$ cat config.mk
export PLATFORM = sky130hd
export DESIGN_NAME = mybus_sequencer_flat
export DESIGN_NICKNAME = d
export VERILOG_FILES = /design/src/rtl/mybus_sequencer_if.sv /design/src/rtl/mybus_sequencer.sv /design/src/flat_wrapper.sv
export SDC_FILE = /design/constraint.sdc
export NUM_CORES = 1
export LEC_CHECK = 0
export CORE_MARGIN = 2
export CORE_UTILIZATION = 48
export DETAILED_ROUTE_END_ITERATION = 16
export GPL_TIMING_DRIVEN = 0
export PLACE_DENSITY = 0.81
export SETUP_SLACK_MARGIN = 0.2
export SYNTH_ARGS = -nofsm -noshare
export SYNTH_HDL_FRONTEND = slang
export SYNTH_SLANG_ARGS = --single-unit
$ cat constraint.sdc
create_clock -name clk -period 1.65 [get_ports clk]
set_input_delay 0.33 -clock clk [delete_from_list [all_inputs] [get_ports clk]]
set_output_delay 0.33 -clock clk [all_outputs]
set_load 0.01 [all_outputs]
$ cat src/rtl/mybus_sequencer_if.sv
// Bus bundle between the requester/Stage1/Stage5-7 side and the sequencer.
// master = the sequencer itself, slave = the environment driving it.
interface mybus_sequencer_if #(
  parameter int DATA_W = 8
);
  logic              req_valid;
  logic [DATA_W-1:0] req_data;
  logic              req_ready;
  logic              start;
  logic              data;
  logic              ready;
  logic              dataReady;
  logic              execute;
  logic              dataTx;
  logic              done;
  logic              timeout_err;

  modport master (
    input  req_valid, req_data, ready, dataReady,
    output req_ready, start, data, execute, dataTx, done, timeout_err
  );

  modport slave (
    output req_valid, req_data, ready, dataReady,
    input  req_ready, start, data, execute, dataTx, done, timeout_err
  );
endinterface

$ cat src/rtl/mybus_sequencer.sv
// Single-word sequencer: shift a word into Stage1, wait for its handshake,
// strobe execute, then shift the same word out on dataTx.
//
// state | meaning
// IDLE  | req_ready high, waiting for a requester word
// SHIFT | DATA_W cycles serialising the word on data, start in first cycle
// WAIT  | waiting for ready & dataReady, bounded by TIMEOUT cycles
// EXEC  | one cycle with execute high
// TX    | DATA_W cycles serialising the word on dataTx, done in last cycle
module mybus_sequencer #(
  parameter int DATA_W  = 8,
  parameter int TIMEOUT = 16
) (
  input  logic                 clk,
  input  logic                 rst_n,
  mybus_sequencer_if.master    bus
);

  localparam int              BCW       = $clog2(DATA_W + 1);
  localparam logic [BCW-1:0]  LAST_BIT  = BCW'(DATA_W - 1);
  localparam logic [7:0]      WAIT_LAST = 8'(TIMEOUT - 1);

  typedef enum logic [2:0] {
    IDLE  = 3'd0,
    SHIFT = 3'd1,
    WAIT  = 3'd2,
    EXEC  = 3'd3,
    TX    = 3'd4
  } state_t;

  state_t              state_q, state_d;
  logic [BCW-1:0]      bit_cnt_q, bit_cnt_d;
  logic [7:0]          wait_cnt_q, wait_cnt_d;
  logic [DATA_W-1:0]   sreg_q, sreg_d;
  logic [DATA_W-1:0]   sreg_rot;

  logic req_ready_q, req_ready_d;
  logic start_q, start_d;
  logic data_q, data_d;
  logic execute_q, execute_d;
  logic data_tx_q, data_tx_d;
  logic done_q, done_d;
  logic timeout_err_q, timeout_err_d;

  // Rotating rather than shifting leaves the word intact after SHIFT for reuse in TX.
  assign sreg_rot = {sreg_q[DATA_W-2:0], sreg_q[DATA_W-1]};

  always_comb begin
    state_d       = state_q;
    bit_cnt_d     = bit_cnt_q;
    wait_cnt_d    = wait_cnt_q;
    sreg_d        = sreg_q;
    timeout_err_d = 1'b0;

    case (state_q)
      IDLE: begin
        if (bus.req_valid) begin
          sreg_d    = bus.req_data;
          bit_cnt_d = '0;
          state_d   = SHIFT;
        end
      end
      SHIFT: begin
        sreg_d = sreg_rot;
        if (bit_cnt_q == LAST_BIT) begin
          bit_cnt_d  = '0;
          wait_cnt_d = '0;
          state_d    = WAIT;
        end else begin
          bit_cnt_d = bit_cnt_q + BCW'(1);
        end
      end
      WAIT: begin
        // The pair wins over the timeout when both happen in the same cycle.
        if (bus.ready && bus.dataReady) begin
          wait_cnt_d = '0;
          state_d    = EXEC;
        end else if (wait_cnt_q == WAIT_LAST) begin
          wait_cnt_d    = '0;
          timeout_err_d = 1'b1;
          state_d       = IDLE;
        end else begin
          wait_cnt_d = wait_cnt_q + 8'd1;
        end
      end
      EXEC: begin
        bit_cnt_d = '0;
        state_d   = TX;
      end
      TX: begin
        sreg_d = sreg_rot;
        if (bit_cnt_q == LAST_BIT) begin
          bit_cnt_d = '0;
          state_d   = IDLE;
        end else begin
          bit_cnt_d = bit_cnt_q + BCW'(1);
        end
      end
      default: begin
        state_d = IDLE;
      end
    endcase

    // Outputs are decoded from the next state so the flops present them in that state's cycle.
    req_ready_d = (state_d == IDLE);
    start_d     = (state_q == IDLE) && (state_d == SHIFT);
    data_d      = (state_d == SHIFT) && sreg_d[DATA_W-1];
    execute_d   = (state_d == EXEC);
    data_tx_d   = (state_d == TX) && sreg_d[DATA_W-1];
    done_d      = (state_d == TX) && (bit_cnt_d == LAST_BIT);
  end

  always_ff @(posedge clk or negedge rst_n) begin
    if (!rst_n) begin
      state_q       <= IDLE;
      bit_cnt_q     <= '0;
      wait_cnt_q    <= '0;
      sreg_q        <= '0;
      req_ready_q   <= 1'b1;
      start_q       <= 1'b0;
      data_q        <= 1'b0;
      execute_q     <= 1'b0;
      data_tx_q     <= 1'b0;
      done_q        <= 1'b0;
      timeout_err_q <= 1'b0;
    end else begin
      state_q       <= state_d;
      bit_cnt_q     <= bit_cnt_d;
      wait_cnt_q    <= wait_cnt_d;
      sreg_q        <= sreg_d;
      req_ready_q   <= req_ready_d;
      start_q       <= start_d;
      data_q        <= data_d;
      execute_q     <= execute_d;
      data_tx_q     <= data_tx_d;
      done_q        <= done_d;
      timeout_err_q <= timeout_err_d;
    end
  end

  assign bus.req_ready   = req_ready_q;
  assign bus.start       = start_q;
  assign bus.data        = data_q;
  assign bus.execute     = execute_q;
  assign bus.dataTx      = data_tx_q;
  assign bus.done        = done_q;
  assign bus.timeout_err = timeout_err_q;

endmodule

$ cat src/flat_wrapper.sv
// flat-port wrapper written by rule: the top's interface ports become plain ports
module mybus_sequencer_flat 
#(
  parameter int DATA_W  = 8,
  parameter int TIMEOUT = 16
)
  (clk, rst_n, bus_req_valid, bus_req_data, bus_ready, bus_dataReady, bus_req_ready, bus_start, bus_data, bus_execute, bus_dataTx, bus_done, bus_timeout_err);
  mybus_sequencer_if #(.DATA_W(DATA_W)) bus_i ();
  input  logic clk;
  input  logic rst_n;
  input wire logic [$bits(bus_i.req_valid)-1:0] bus_req_valid;
  input wire logic [$bits(bus_i.req_data)-1:0] bus_req_data;
  input wire logic [$bits(bus_i.ready)-1:0] bus_ready;
  input wire logic [$bits(bus_i.dataReady)-1:0] bus_dataReady;
  output wire logic [$bits(bus_i.req_ready)-1:0] bus_req_ready;
  output wire logic [$bits(bus_i.start)-1:0] bus_start;
  output wire logic [$bits(bus_i.data)-1:0] bus_data;
  output wire logic [$bits(bus_i.execute)-1:0] bus_execute;
  output wire logic [$bits(bus_i.dataTx)-1:0] bus_dataTx;
  output wire logic [$bits(bus_i.done)-1:0] bus_done;
  output wire logic [$bits(bus_i.timeout_err)-1:0] bus_timeout_err;
  assign bus_i.req_valid = bus_req_valid;
  assign bus_i.req_data = bus_req_data;
  assign bus_i.ready = bus_ready;
  assign bus_i.dataReady = bus_dataReady;
  assign bus_req_ready = bus_i.req_ready;
  assign bus_start = bus_i.start;
  assign bus_data = bus_i.data;
  assign bus_execute = bus_i.execute;
  assign bus_dataTx = bus_i.dataTx;
  assign bus_done = bus_i.done;
  assign bus_timeout_err = bus_i.timeout_err;
  mybus_sequencer #(.DATA_W(DATA_W), .TIMEOUT(TIMEOUT)) u_core (.clk(clk), .rst_n(rst_n), .bus(bus_i));
endmodule
==> results.py <==
metrics = {
    "timing": {
        "fmax_mhz": 573,
        "clock_skew_ns": 0.00686,
        "worstMarginPinSlew_ns": 0.652,
        "period_minus_slack_ns": 1.74,
        "rsz0062_at_grt": "yes",
        "slew_violations": 0,
        "finalSetupTns_ns": -0.331,
        "fin_crit_sh_pct": 106,
        "hold_viol": 0,
        "slew_headroom_pct": 56.6,
        "setup_viol": 5,
        "setup_ws_ns": -0.0947,
    },
    "power_and_ir_drop": {
        "power_switching_uw": 1280,
        "p_per_area_mw_per_mm2": 1530,
        "comb_power_share_pct": 52.0,
        "p_seq_share_pct": 34.2,
        "p_clk_share_pct": 13.8,
        "internal_power_uw": 2080,
        "switching_share_pct": 38.1,
        "leakagePower_uw": 0.000990,
        "power_uw": 3360,
        "ir_drop_uv": 808,
    },
    "global_route": {
        "antenna_found_initial": 0,
        "grt_pass1_wl_um": 5720,
        "grt_pass1_vias": 1285,
        "grtUsageTotal_pct": 21.7,
        "grt_max_degree": 31,
        "grt_overflow": 0,
    },
    "layout": {
        "drive_above_1_share_pct": 40.3,
        "final_core_util_pct": 73.0,
        "most-common-layout-cells": "dfrtp_1, nand2_1, buf_4",
        "fin_area_mm2": 0.00219,
        "n_antenna_cell": 0,
        "nNetsFinal": 210,
        "area_delta_synth_final_pct": 47.1,
        "layout_commonest_cell": "dfrtp_1",
    },
    "yosys": {
        "synth_edf_count": 0,
        "synth-main-ff-cell": "dfrtp_1",
        "synth_nets": 163,
        "yosys_warnings": 0,
        "synth.cell_area_mm2": 0.00149,
        "syn_inst": 148,
        "ys_ff_latch": 30,
        "async_flop_share_pct": 100,
        "synth_cell_type_count": 40,
        "synth_area_per_cell_um2": 10.1,
        "seq_area_frac_synth_pct": 50.5,
    },
    "worst_setup_path": {
        "arrival_ns": 1.96,
        "cp_max_fo": 7,
        "rr_startpoint": "u_core.wait_cnt_q[4]",
        "slowest_stage": "or4_4",
        "crit_type": "flip-flop to flip-flop",
        "start_kind": "flip-flop",
        "end_kind": "flip-flop",
        "crit_buf_inv": 0,
        "startpoint": "u_core.wait_cnt_q[4]",
        "path_cells": "or4_4, o211ai_4, a31oi_1, o21ai_1, o31ai_1",
        "critPathTopFamily": "compound AO/OA/AOI/OAI gates",
        "cp_num_cells": 5,
        "required_ns": 1.87,
        "critical_path.max_stage_delay_ns": 0.57,
        "rr_worst_depth": 5,
    },
    "clock_network": {
        "htreeDepth": 2,
        "cts_buffer_depth": 2,
        "cts_buffers": 5,
        "cts.sinks": 30,
        "cts_tree": "done",
        "clkTransAtPathRegs_ns": 0.10,
        "worst_skew_pair.late_latency_ns": 0.33,
        "cts-root-buf": "clkbuf_4",
    },
    "routing": {
        "ant_nets": 0,
        "drt_wl_total_um": 3770,
        "via_count": 1360,
        "vias_per_cell": 5.94,
        "drt_iter0_drc": 71,
        "wl_per_cell_um": 16.4,
        "dr.pass1.iters": 4,
        "drc": 0,
    },
    "floorplanning": {
        "die_y_um": 59.7,
        "die_w_um": 59.7,
        "dieArea_mm2": 0.00357,
        "start_util_pct": 49.6,
        "row_count": 20,
        "core_mm2": 0.00300,
        "ios": 20,
    },
    "placement": {
        "io_buffers": 19,
        "placed_area_mm2": 0.00179,
        "place_congestion": 0.794,
        "post-dp-hpwl_um": 2110,
        "post-place-ws_ns": -0.418,
    },
    "hold_path": {
        "hp-class": "primary input to async pin",
    },
    "job": {
        "cap_violations": 0,
    },
    "outcome": {
        "status": "finished, violations left",
        "violations": "negative setup slack",
    },
}
==> per-layer routing <==
metal	GRT usage [%]	up-vias	part of all wire (%)
li1	-	639	-
met3	6.06	13	4.8
met1	27.2	656	42
met4	8.25	0	2.9
met5	0	-	0
met2	35.6	52	50
==> registers in the layout, indices dropped and copies added, names as in the netlist <==
signal / count
u_core.bit_cnt_q: 4
u_core.bus.data: 1
u_core.bus.done: 1
u_core.bus.timeout_err: 1
u_core.wait_cnt_q: 8
u_core.state_q: 3
u_core.bus.req_ready: 1
u_core.bus.dataTx: 1
u_core.sreg_q: 8
u_core.bus.start: 1
u_core.bus.execute: 1
==> kinds of logic after synthesis <==
| logic type | count (synthesis) | share of synthesized area (%) |
|---|---|---|
| compound gates | 43 | 20.6 |
| xor+xnor | 1 | 0.588 |
| fa+ha+maj | 2 | 1.68 |
| buf+inv | 10 | 3.53 |
| flops | 30 | 50.5 |
| simple gates | 62 | 23.2 |
==> timing repair <==
action                     in CTS  in global routing
cloned                          0                  0
pin swaps                      14                  8
setup endpoints to repair      52                 24
setup buffers                  16                  5
resized for setup              39                 21
hold buffers                    0                  0
==> power by group through the flow <==
stage	logic, µW	clock network [µW]	registers, µW
6_report	1750	464	1150
5_1_grt	1900	496	1170
4_1_cts	1530	464	1120
3_5_place_dp	1150	0	1150
3_3_place_gp	1110	0	1130
2_1_floorplan	871	0	1120
==> final timing paths <==
| path | to | slack, ns |
|---|---|---|
| hold reg to reg | u_core.sreg_q[0] | 0.49 |
| hold / removal | u_core.wait_cnt_q[3] | 0.01 |
| max in group asynchronous | u_core.state_q[2] | 1.17 |
| setup / recovery | u_core.wait_cnt_q[7] | -0.09 |
| min in group clk | u_core.sreg_q[0] | 0.49 |
| setup reg to reg | u_core.wait_cnt_q[7] | -0.09 |
==> Yosys cell counts, types with 2 or more instances <==
| cell type | count | area share (%) |
|---|---|---|
| a22o_1 | 3 | 1.8 |
| nand2_1 | 21 | 5.3 |
| nor2b_1 | 2 | 0.84 |
| nor2_1 | 10 | 2.5 |
| and3b_1 | 2 | 1.2 |
| o31ai_1 | 3 | 1.5 |
| buf_2 | 3 | 1.0 |
| nor3_1 | 4 | 1.3 |
| nand3_1 | 8 | 2.7 |
| a22o_2 | 2 | 1.3 |
| o21ai_0 | 4 | 1.3 |
| a21oi_1 | 7 | 2.4 |
| inv_1 | 5 | 1.3 |
| a22oi_1 | 8 | 4.0 |
| ha_1 | 2 | 1.7 |
| o21ai_1 | 6 | 2.0 |
| dfrtp_1 | 29 | 49 |
| nand2b_1 | 4 | 1.7 |
| a31oi_1 | 2 | 0.84 |
| nor4bb_1 | 3 | 2.0 |
==> through the flow <==
| stage | cells | hold slack (ns) |
|---|---|---|
| finish | 229 | 0.0148 |
| global route | 229 | 0.0743 |
| CTS | 224 | 0.451 |
| detailed placement | 200 | 0.458 |
| global placement | 200 | 0.448 |
| floorplan | 148 | 0.0344 |
==> layout make-up <==
| type | count | area (µm²) |
|---|---|---|
| Buffer | 5 | 65.1 |
| Sequential cell | 30 | 758 |
| Multi-Input combinational cell | 108 | 888 |
| Fill cell | 197 | 811 |
| Clock inverter | 1 | 5.00 |
| Timing Repair Buffer | 40 | 360 |
| Tap cell | 33 | 41.3 |
| Inverter | 5 | 18.8 |
| Clock buffer | 7 | 55.1 |
Note: power is estimated with default switching activity, not from simulation.
